## config.mk

```make
export PLATFORM = sky130hd
export DESIGN_NAME = fp_exponent_align
export DESIGN_NICKNAME = d
export VERILOG_FILES = /design/src/rtl/fp_exponent_align.sv
export SDC_FILE = /design/constraint.sdc
export NUM_CORES = 1
export LEC_CHECK = 0
export CAP_MARGIN = 20
export CORE_ASPECT_RATIO = 0.5
export CORE_MARGIN = 4
export CORE_UTILIZATION = 54
export DETAILED_ROUTE_END_ITERATION = 16
export PLACE_DENSITY = 0.92
export SLEW_MARGIN = 5
export SYNTH_ARGS = -nofsm -noshare
export SYNTH_HDL_FRONTEND = slang
export SYNTH_SLANG_ARGS = --single-unit
```

## constraint.sdc

```tcl
create_clock -name clk -period 4 [get_ports clk]
set_clock_uncertainty 0.15 [all_clocks]
set_input_delay 0.8 -clock clk [delete_from_list [all_inputs] [get_ports clk]]
set_output_delay 0.8 -clock clk [all_outputs]
set_load 0.01 [all_outputs]
```

## src/rtl/fp_exponent_align.sv

```systemverilog
// Front-end alignment stage of the single-precision FP add/sub datapath.
// Two registered stages: unpack/order/classify, then sticky right-shift of the smaller significand.
module fp_exponent_align #(
  parameter int MANT_W = 23,
  parameter int EXP_W  = 8,
  parameter int EXT_W  = 27
) (
  input  logic                         clk,
  input  logic                         rst,
  input  logic                         in_valid,
  output logic                         in_ready,
  input  logic [MANT_W+EXP_W:0]        op_a,
  input  logic [MANT_W+EXP_W:0]        op_b,
  input  logic                         op_sub,
  output logic                         out_valid,
  input  logic                         out_ready,
  output logic [EXP_W-1:0]             exp_max,
  output logic [EXT_W-1:0]             mant_large,
  output logic [EXT_W-1:0]             mant_small,
  output logic                         sign_large,
  output logic                         eff_sub,
  output logic                         swap,
  output logic                         is_nan,
  output logic                         is_inf
);

  localparam int SIG_W = MANT_W + 1;

  // Handshake: a beat moves on valid & ready; a stalled output (out_valid & !out_ready)
  // holds every output register, and stage 1 frees its slot only when it advances.
  logic              s1_valid_q, s1_valid_d;
  logic [EXP_W-1:0]  s1_exp_q, s1_exp_d;
  logic [EXP_W-1:0]  s1_diff_q, s1_diff_d;
  logic [SIG_W-1:0]  s1_sig_l_q, s1_sig_l_d;
  logic [SIG_W-1:0]  s1_sig_s_q, s1_sig_s_d;
  logic              s1_sign_q, s1_sign_d;
  logic              s1_eff_sub_q, s1_eff_sub_d;
  logic              s1_swap_q, s1_swap_d;
  logic              s1_nan_q, s1_nan_d;
  logic              s1_inf_q, s1_inf_d;

  logic              out_valid_q, out_valid_d;
  logic [EXP_W-1:0]  exp_max_q, exp_max_d;
  logic [EXT_W-1:0]  mant_large_q, mant_large_d;
  logic [EXT_W-1:0]  mant_small_q, mant_small_d;
  logic              sign_large_q, sign_large_d;
  logic              eff_sub_q, eff_sub_d;
  logic              swap_q, swap_d;
  logic              is_nan_q, is_nan_d;
  logic              is_inf_q, is_inf_d;

  logic s1_adv, in_accept;

  assign s1_adv    = s1_valid_q & (~out_valid_q | out_ready);
  assign in_ready  = ~s1_valid_q | s1_adv;
  assign in_accept = in_valid & in_ready;

  // Stage 1: unpack, magnitude order, classify specials.
  logic [EXP_W-1:0]  ea, eb, effexp_a, effexp_b;
  logic [MANT_W-1:0] fa, fb;
  logic              sb_eff, eff_sub_c, swap_c;
  logic              nan_a, nan_b, inf_a, inf_b, nan_c;

  always_comb begin
    ea        = op_a[MANT_W+EXP_W-1:MANT_W];
    eb        = op_b[MANT_W+EXP_W-1:MANT_W];
    fa        = op_a[MANT_W-1:0];
    fb        = op_b[MANT_W-1:0];
    effexp_a  = (ea == '0) ? EXP_W'(1) : ea;
    effexp_b  = (eb == '0) ? EXP_W'(1) : eb;
    sb_eff    = op_b[MANT_W+EXP_W] ^ op_sub;
    eff_sub_c = op_a[MANT_W+EXP_W] ^ sb_eff;
    swap_c    = {eb, fb} > {ea, fa};
    nan_a     = (&ea) & (|fa);
    nan_b     = (&eb) & (|fb);
    inf_a     = (&ea) & ~(|fa);
    inf_b     = (&eb) & ~(|fb);
    nan_c     = nan_a | nan_b | (inf_a & inf_b & eff_sub_c);

    s1_valid_d   = s1_valid_q;
    s1_exp_d     = s1_exp_q;
    s1_diff_d    = s1_diff_q;
    s1_sig_l_d   = s1_sig_l_q;
    s1_sig_s_d   = s1_sig_s_q;
    s1_sign_d    = s1_sign_q;
    s1_eff_sub_d = s1_eff_sub_q;
    s1_swap_d    = s1_swap_q;
    s1_nan_d     = s1_nan_q;
    s1_inf_d     = s1_inf_q;

    if (in_accept) begin
      s1_valid_d   = 1'b1;
      s1_swap_d    = swap_c;
      s1_eff_sub_d = eff_sub_c;
      s1_nan_d     = nan_c;
      s1_inf_d     = ~nan_c & (inf_a | inf_b);
      if (swap_c) begin
        s1_exp_d   = effexp_b;
        s1_diff_d  = effexp_b - effexp_a;
        s1_sig_l_d = {eb != '0, fb};
        s1_sig_s_d = {ea != '0, fa};
        s1_sign_d  = sb_eff;
      end else begin
        s1_exp_d   = effexp_a;
        s1_diff_d  = effexp_a - effexp_b;
        s1_sig_l_d = {ea != '0, fa};
        s1_sig_s_d = {eb != '0, fb};
        s1_sign_d  = op_a[MANT_W+EXP_W];
      end
    end else if (s1_adv) begin
      s1_valid_d = 1'b0;
    end
  end

  // Stage 2: right-shift with all shifted-out bits folded into the LSB.
  logic [EXT_W-1:0] t, shifted, lost_mask;

  always_comb begin
    t         = {s1_sig_s_q, 3'b000};
    shifted   = t >> s1_diff_q;
    lost_mask = ~({EXT_W{1'b1}} << s1_diff_q);

    out_valid_d  = s1_adv | (out_valid_q & ~out_ready);
    exp_max_d    = exp_max_q;
    mant_large_d = mant_large_q;
    mant_small_d = mant_small_q;
    sign_large_d = sign_large_q;
    eff_sub_d    = eff_sub_q;
    swap_d       = swap_q;
    is_nan_d     = is_nan_q;
    is_inf_d     = is_inf_q;

    if (s1_adv) begin
      exp_max_d    = s1_exp_q;
      mant_large_d = {s1_sig_l_q, 3'b000};
      if (s1_diff_q < EXP_W'(EXT_W))
        mant_small_d = shifted | {{(EXT_W-1){1'b0}}, |(t & lost_mask)};
      else
        mant_small_d = {{(EXT_W-1){1'b0}}, |t};
      sign_large_d = s1_sign_q;
      eff_sub_d    = s1_eff_sub_q;
      swap_d       = s1_swap_q;
      is_nan_d     = s1_nan_q;
      is_inf_d     = s1_inf_q;
    end
  end

  always_ff @(posedge clk) begin
    if (rst) begin
      s1_valid_q   <= 1'b0;
      s1_exp_q     <= '0;
      s1_diff_q    <= '0;
      s1_sig_l_q   <= '0;
      s1_sig_s_q   <= '0;
      s1_sign_q    <= 1'b0;
      s1_eff_sub_q <= 1'b0;
      s1_swap_q    <= 1'b0;
      s1_nan_q     <= 1'b0;
      s1_inf_q     <= 1'b0;
      out_valid_q  <= 1'b0;
      exp_max_q    <= '0;
      mant_large_q <= '0;
      mant_small_q <= '0;
      sign_large_q <= 1'b0;
      eff_sub_q    <= 1'b0;
      swap_q       <= 1'b0;
      is_nan_q     <= 1'b0;
      is_inf_q     <= 1'b0;
    end else begin
      s1_valid_q   <= s1_valid_d;
      s1_exp_q     <= s1_exp_d;
      s1_diff_q    <= s1_diff_d;
      s1_sig_l_q   <= s1_sig_l_d;
      s1_sig_s_q   <= s1_sig_s_d;
      s1_sign_q    <= s1_sign_d;
      s1_eff_sub_q <= s1_eff_sub_d;
      s1_swap_q    <= s1_swap_d;
      s1_nan_q     <= s1_nan_d;
      s1_inf_q     <= s1_inf_d;
      out_valid_q  <= out_valid_d;
      exp_max_q    <= exp_max_d;
      mant_large_q <= mant_large_d;
      mant_small_q <= mant_small_d;
      sign_large_q <= sign_large_d;
      eff_sub_q    <= eff_sub_d;
      swap_q       <= swap_d;
      is_nan_q     <= is_nan_d;
      is_inf_q     <= is_inf_d;
    end
  end

  assign out_valid  = out_valid_q;
  assign exp_max    = exp_max_q;
  assign mant_large = mant_large_q;
  assign mant_small = mant_small_q;
  assign sign_large = sign_large_q;
  assign eff_sub    = eff_sub_q;
  assign swap       = swap_q;
  assign is_nan     = is_nan_q;
  assign is_inf     = is_inf_q;

endmodule
```

# Word-level counts from Yosys, hierarchy flattened
# Cells that the tools add are included.
# op_classes
shift,2
n_reduce_logical,11
n_mux,10
n_bitwise,27
magnitude_cmp,2
n_addsub,2
# op_table
operator,n
2-to-1 mux 24 bit,2
OR reduction 23 bit,2
2-to-1 mux 8 bit,4
greater-than comparator 31 bit,1
AND 27 bit,1
2-to-1 mux 27 bit,1
NOT 27 bit,1
OR 27 x 1 -> 27 bit,1
OR reduction 27 bit,1
"left shift 27 x 8 -> 27 bit, first input constant",1
>> shifter 27 x 8 -> 27 bit,1
OR reduction 24 bit,1
zero test 8 bit,2
AND reduction 8 bit,2
nonzero test 8 bit,2
subtractor 8 bit,2
AND 1 bit,10
"< comparator 8 x 5 -> 1 bit, second input constant",1
NOT 1 bit,6
OR 1 bit,6
2-to-1 mux 1 bit,3
nonzero test 2 bit,1
bitwise XOR 1 bit,2
# word_totals
input_bits,69
word_cells,73
ff_bits,135
out_inout_bits,69

# Logic depth before layout (Yosys ltp)
# depth
depth_word,8
depth_mapped,14
mapped_depth_nobuf,14

# Worst setup path before layout
# No wires, ideal clock.
# synth_timing
kind,input-to-reg
from,in op_b[25]
to,reg s1_diff_q[7]
path_buffers,0
t_arrival_ps,3050
setup_time_ps,61
required_time_ps,3789
stages,13
path_slack_ps,740
cell_sequence,or4_1 -> nor2_1 -> or2_2 -> inv_1 -> ha_1 -> nor2b_1 -> o21ai_0 -> a21boi_0 -> o211ai_1 -> a21boi_0 -> mux2i_1 -> a2111oi_0 -> a311o_1
# synth_between
elab_chain_len,4
word_cells_on_any_way,6
classes_between,add/sub (2); order compare (1); mux (2); reduce/logical (1)
# synth_rtl
element,line_no,source
start: declaration,13,"input logic [MANT_W+EXP_W:0] op_b,"
zero test 8 bit,70,effexp_b = (eb == '0) ? EXP_W'(1) : eb;
2-to-1 mux 8 bit,70,
"subtractor 8 bit, on equally long branches","105, 99",
2-to-1 mux 8 bit (*),97,if (swap_c) begin
end signal: assignment,172,s1_diff_q <= s1_diff_d;
end: declaration,33,"logic [EXP_W-1:0] s1_diff_q, s1_diff_d;"
# Mark *: on every way between the ends. The rest lies on a longest branch, timed or not.
# A chain may end at the register's enable or synchronous reset.

# Worst setup path after layout
# layout_timing
from,in op_b[23]
to,reg s1_diff_q[7]
# The elaborated chain is that of the path after synthesis.

==> metrics.md <==
| Metric | Value |
|---|---|
| Setup-failing EPs final | `0` |
| PwrDens | `397.5 nW/µm²` |
| Netlist Area Pre-Place | `8409 µm²` |
| Antenna viol nets, final | `0` |
| Worst-Margin Slew | `1016 ps` |
| Final GP Congestion | `1.005` |
| Largest net degree at the start of global routing | `roughly 110` |
| CP Class | `input pin to register` |
| Die Ht | `96.24 µm` |
| CP max stage delay | `480 ps` |
| Critical path capture point type | `register` |
| # nets final | `1298` |
| Die area | `17750 µm²` |
| Critical Path Source Type | `input pin` |
| FF+latch count, synth | `roughly 140` |
| FILL cells | `roughly 1100` |
| CP dominant cell by count | `a21boi_0` |
| Mapped Avg Cell Area | `7.794 µm²` |
| Main area contributors after synthesis | `dfxtp_1 32%, mux2i_1 7.3%, nand2_1 6.7%, ha_1 6.7%, a21oi_1 6.5%` |
| Post-synthesis simple-gate area fraction | `19.88%` |
| Via count | `8493` |
| Placed Cells | `1361` |
| Req. time, crit path | `4210 ps` |
| Starting Density | `56.61%` |
| Pleak | `0.004210 µW` |
| Final Cycle Share | `91.60%` |
| RSZ-0062 raised after global routing | `false` |
| Reg-to-Reg End | `mant_small[10]$_SDFFE_PP0P_` |
| Max-cap violations | `0` |
| # IOs | `138` |
| Main synth FF type | `dfxtp_1` |
| Worst-path cell chain | `clkdlybuf4s50_1, or4_1, nor2_1, or2_2, inv_1, ha_1, nor2b_1, o21ai_0, a21boi_0, o211ai_1, a21boi_0, mux2i_1, a2111oi_0, a311o_1` |
| Die Width | `184.5 µm` |
| Multiplexer share of the synthesized area | `around 11%` |
| Clk slew on worst S/H paths | `60 ps` |
| Yosys top cell area share | `32.14%` |
| Placed wire-length estimate | `around 19000 µm` |
| EDFF count, synth | `0` |
| Register area | `2703 µm²` |
| Clock Latency Late Sink | `between 400 and 500 ps` |
| H-Tree Depth | `4` |
| Area delta synth->final | `25.34%` |
| Max-slew violation count | `0` |
| Hold Path Sink | `mant_large[5]$_SDFFE_PP0P_` |
| HP Class | `register to register` |
| VDD IR max | `287.2 µV` |
| Total track usage | `29.60%` |
| Leading area contributor after synthesis | `dfxtp_1` |
| Hold path depth | `2` |
| Post-synth cell types | `67` |
| Sink Count | `between 100 and 150` |
| Syn Inst Count | `1079` |
| Post-synthesis sequential area ratio | `32.14%` |
| Maximum clock rate | `272.9 MHz` |
| CP arrival | `between 3000 and 4000 ps` |
| FF-to-FF path depth | `9` |
| Area of the multi-input gates | `5125 µm²` |
| Clock Path Buffers | `2` |
| Setup Fix Bufs, Post-CTS | `0` |
| Largest family of logic cells by synthesized area | `compound AO/OA/AOI/OAI gates` |
| CTS tree | `yes` |
| Drt initial violations | `762` |
| Initial antenna violation count | `1` |
| Post-synth ARST share | `0%` |
| Most frequent cell after synthesis | `nand2_1` |
| # diodes | `0` |
| Core Region | `between 10000 and 15000 µm²` |
| Remaining Overflow, GRT | `0` |
| Warnings from Yosys | `0` |
| Clk root buf | `clkbuf_16` |
| Compound-Gate Fraction of Synth Area | `21.90%` |
| Post-synthesis adder-cell area fraction | `~7%` |
| Final WL | `26300 µm` |
| Finished Layout Cells | `1393` |
| Routed len/inst | `18.88 µm` |
| # DRC | `0` |
| Buffers on Ports | `134` |
| Critical-path maximum fanout | `4` |
| Pwr Total | `4190 µW` |
| Number of vias per cell | `6.097` |
| Layout cells sized above 1 | `8.954%` |
| Vias in the first global route | `between 8000 and 9000` |
| First-pass GRT wire length | `41840 µm` |
| Buf/Inv on CP | `2` |
| Cts bufs inserted | `17` |
| Synth top cells by count | `151 x nand2_1, 142 x nor2_1, 135 x dfxtp_1` |
| Final Hold Violating Endpoints | `0` |
| Final TNS setup | `0 ps` |
| # resized after CTS | `0` |
| R2R Path Start | `s1_diff_q[1]$_SDFFE_PP0P_` |
| Slew Limit Headroom | `32.15%` |
| Min cycle time layout | `approximately 3700 ps` |
| # hold bufs at CTS | `0` |
| R2r setup slk | `990 ps` |
| Worst hold start | `mant_large[5]$_SDFFE_PP0P_` |
| DR pass1 iterations | `6` |
| Post-Synth XOR/XNOR Area | `0.6249%` |
| Status | `complete, no violations` |
| Crit path max-delay family | `compound AO/OA/AOI/OAI gates` |
| Row cnt | `31` |
| CP max stage cell | `or4_1` |
==> where the power goes <==
group | total, µW | switching (µW) | internal, µW
registers | 1540 | 106 | 1430
logic | 1050 | 601 | 448
clock network | 1600 | 644 | 960
total | 4190 | 1350 | 2840
==> flip-flops by register name (all words and copies together) (netlist names), 8 cells and up <==
signal,flops
s1_diff_q,8
s1_exp_q,8
mant_small,27
mant_large,24
s1_sig_l_q,24
exp_max,8
s1_sig_s_q,24
==> layout make-up <==
type | count | area share (%)
repair buffers | 173 | 15.84
multi-input cells | 802 | 48.62
clock buffers | 20 | 4.333
clock inverters | 12 | 1.330
flip-flops and latches | 135 | 25.64
well taps | 198 | 2.350
inverters | 53 | 1.887
==> through the flow <==
step,area (µm²),setup WS (ps),utilization (%),hold slack (ps)
after global placement,9943,118.3,66.93,289.8
after CTS,10540,432.3,70.95,303.5
final,10540,336.2,70.95,301.5
after floorplan,8417,739.7,-,278.7
after global routing,10540,83.32,70.95,320.9
after detailed placement,9943,35.03,66.93,291.9
==> worst reg2reg max path, delay by kind of cell (launching register included) <==
kind | cells | cell delay [ps]
buffers and inverters | 1 | 330
DFF | 1 | 990
and+or+nand+nor | 2 | 310
muxes | 2 | 570
AOI/OAI and AO/OA | 4 | 540
==> placed cells by master, fill, tap and decap left out, types with 10 or more instances in the layout <==
cell type	n
nand2_1	151
a22oi_1	19
nor2_1	142
ha_1	45
a21oi_1	110
mux2_2	10
nor3_1	12
mux2i_1	61
a211oi_1	61
clkdlybuf4s50_1	133
clkbuf_16	17
nor4_1	12
buf_4	37
dfxtp_1	135
nand4_1	13
inv_1	52
o21ai_0	31
==> routing by layer <==
layer	global-route usage, %	share of wire, %	vias up
met5	0	0.065	-
met4	9.656	1.9	2
met3	8.116	11	56
met2	46.14	44	457
met1	40.07	44	3948
li1	-	-	4030
==> worst max path at each step <==
stage / from / to / slack (ps) / depth (start not counted)
2_1_floorplan: op_b[25] / s1_diff_q[7]$_SDFFE_PP0P_ / 740 / 13
3_3_place_gp: op_b[23] / s1_diff_q[7]$_SDFFE_PP0P_ / 120 / 14
4_1_cts: op_b[23] / s1_diff_q[7]$_SDFFE_PP0P_ / 430 / 14
3_5_place_dp: op_b[23] / s1_diff_q[7]$_SDFFE_PP0P_ / 40 / 14
5_1_grt: op_b[25] / s1_diff_q[7]$_SDFFE_PP0P_ / 80 / 14
6_report: op_b[23] / s1_diff_q[7]$_SDFFE_PP0P_ / 340 / 14
==> cell families after synthesis <==
| kind of cell | Yosys count |
|---|---|
| AO/OA/AOI/OAI | 286 |
| XOR/XNOR | 6 |
| adder cells (fa/ha/maj) | 47 |
| buffers and inverters | 144 |
| flip-flops | 135 |
| multiplexers | 80 |
| other | 1 |
| AND/OR/NAND/NOR | 380 |
(Power assumes the default switching activity.)
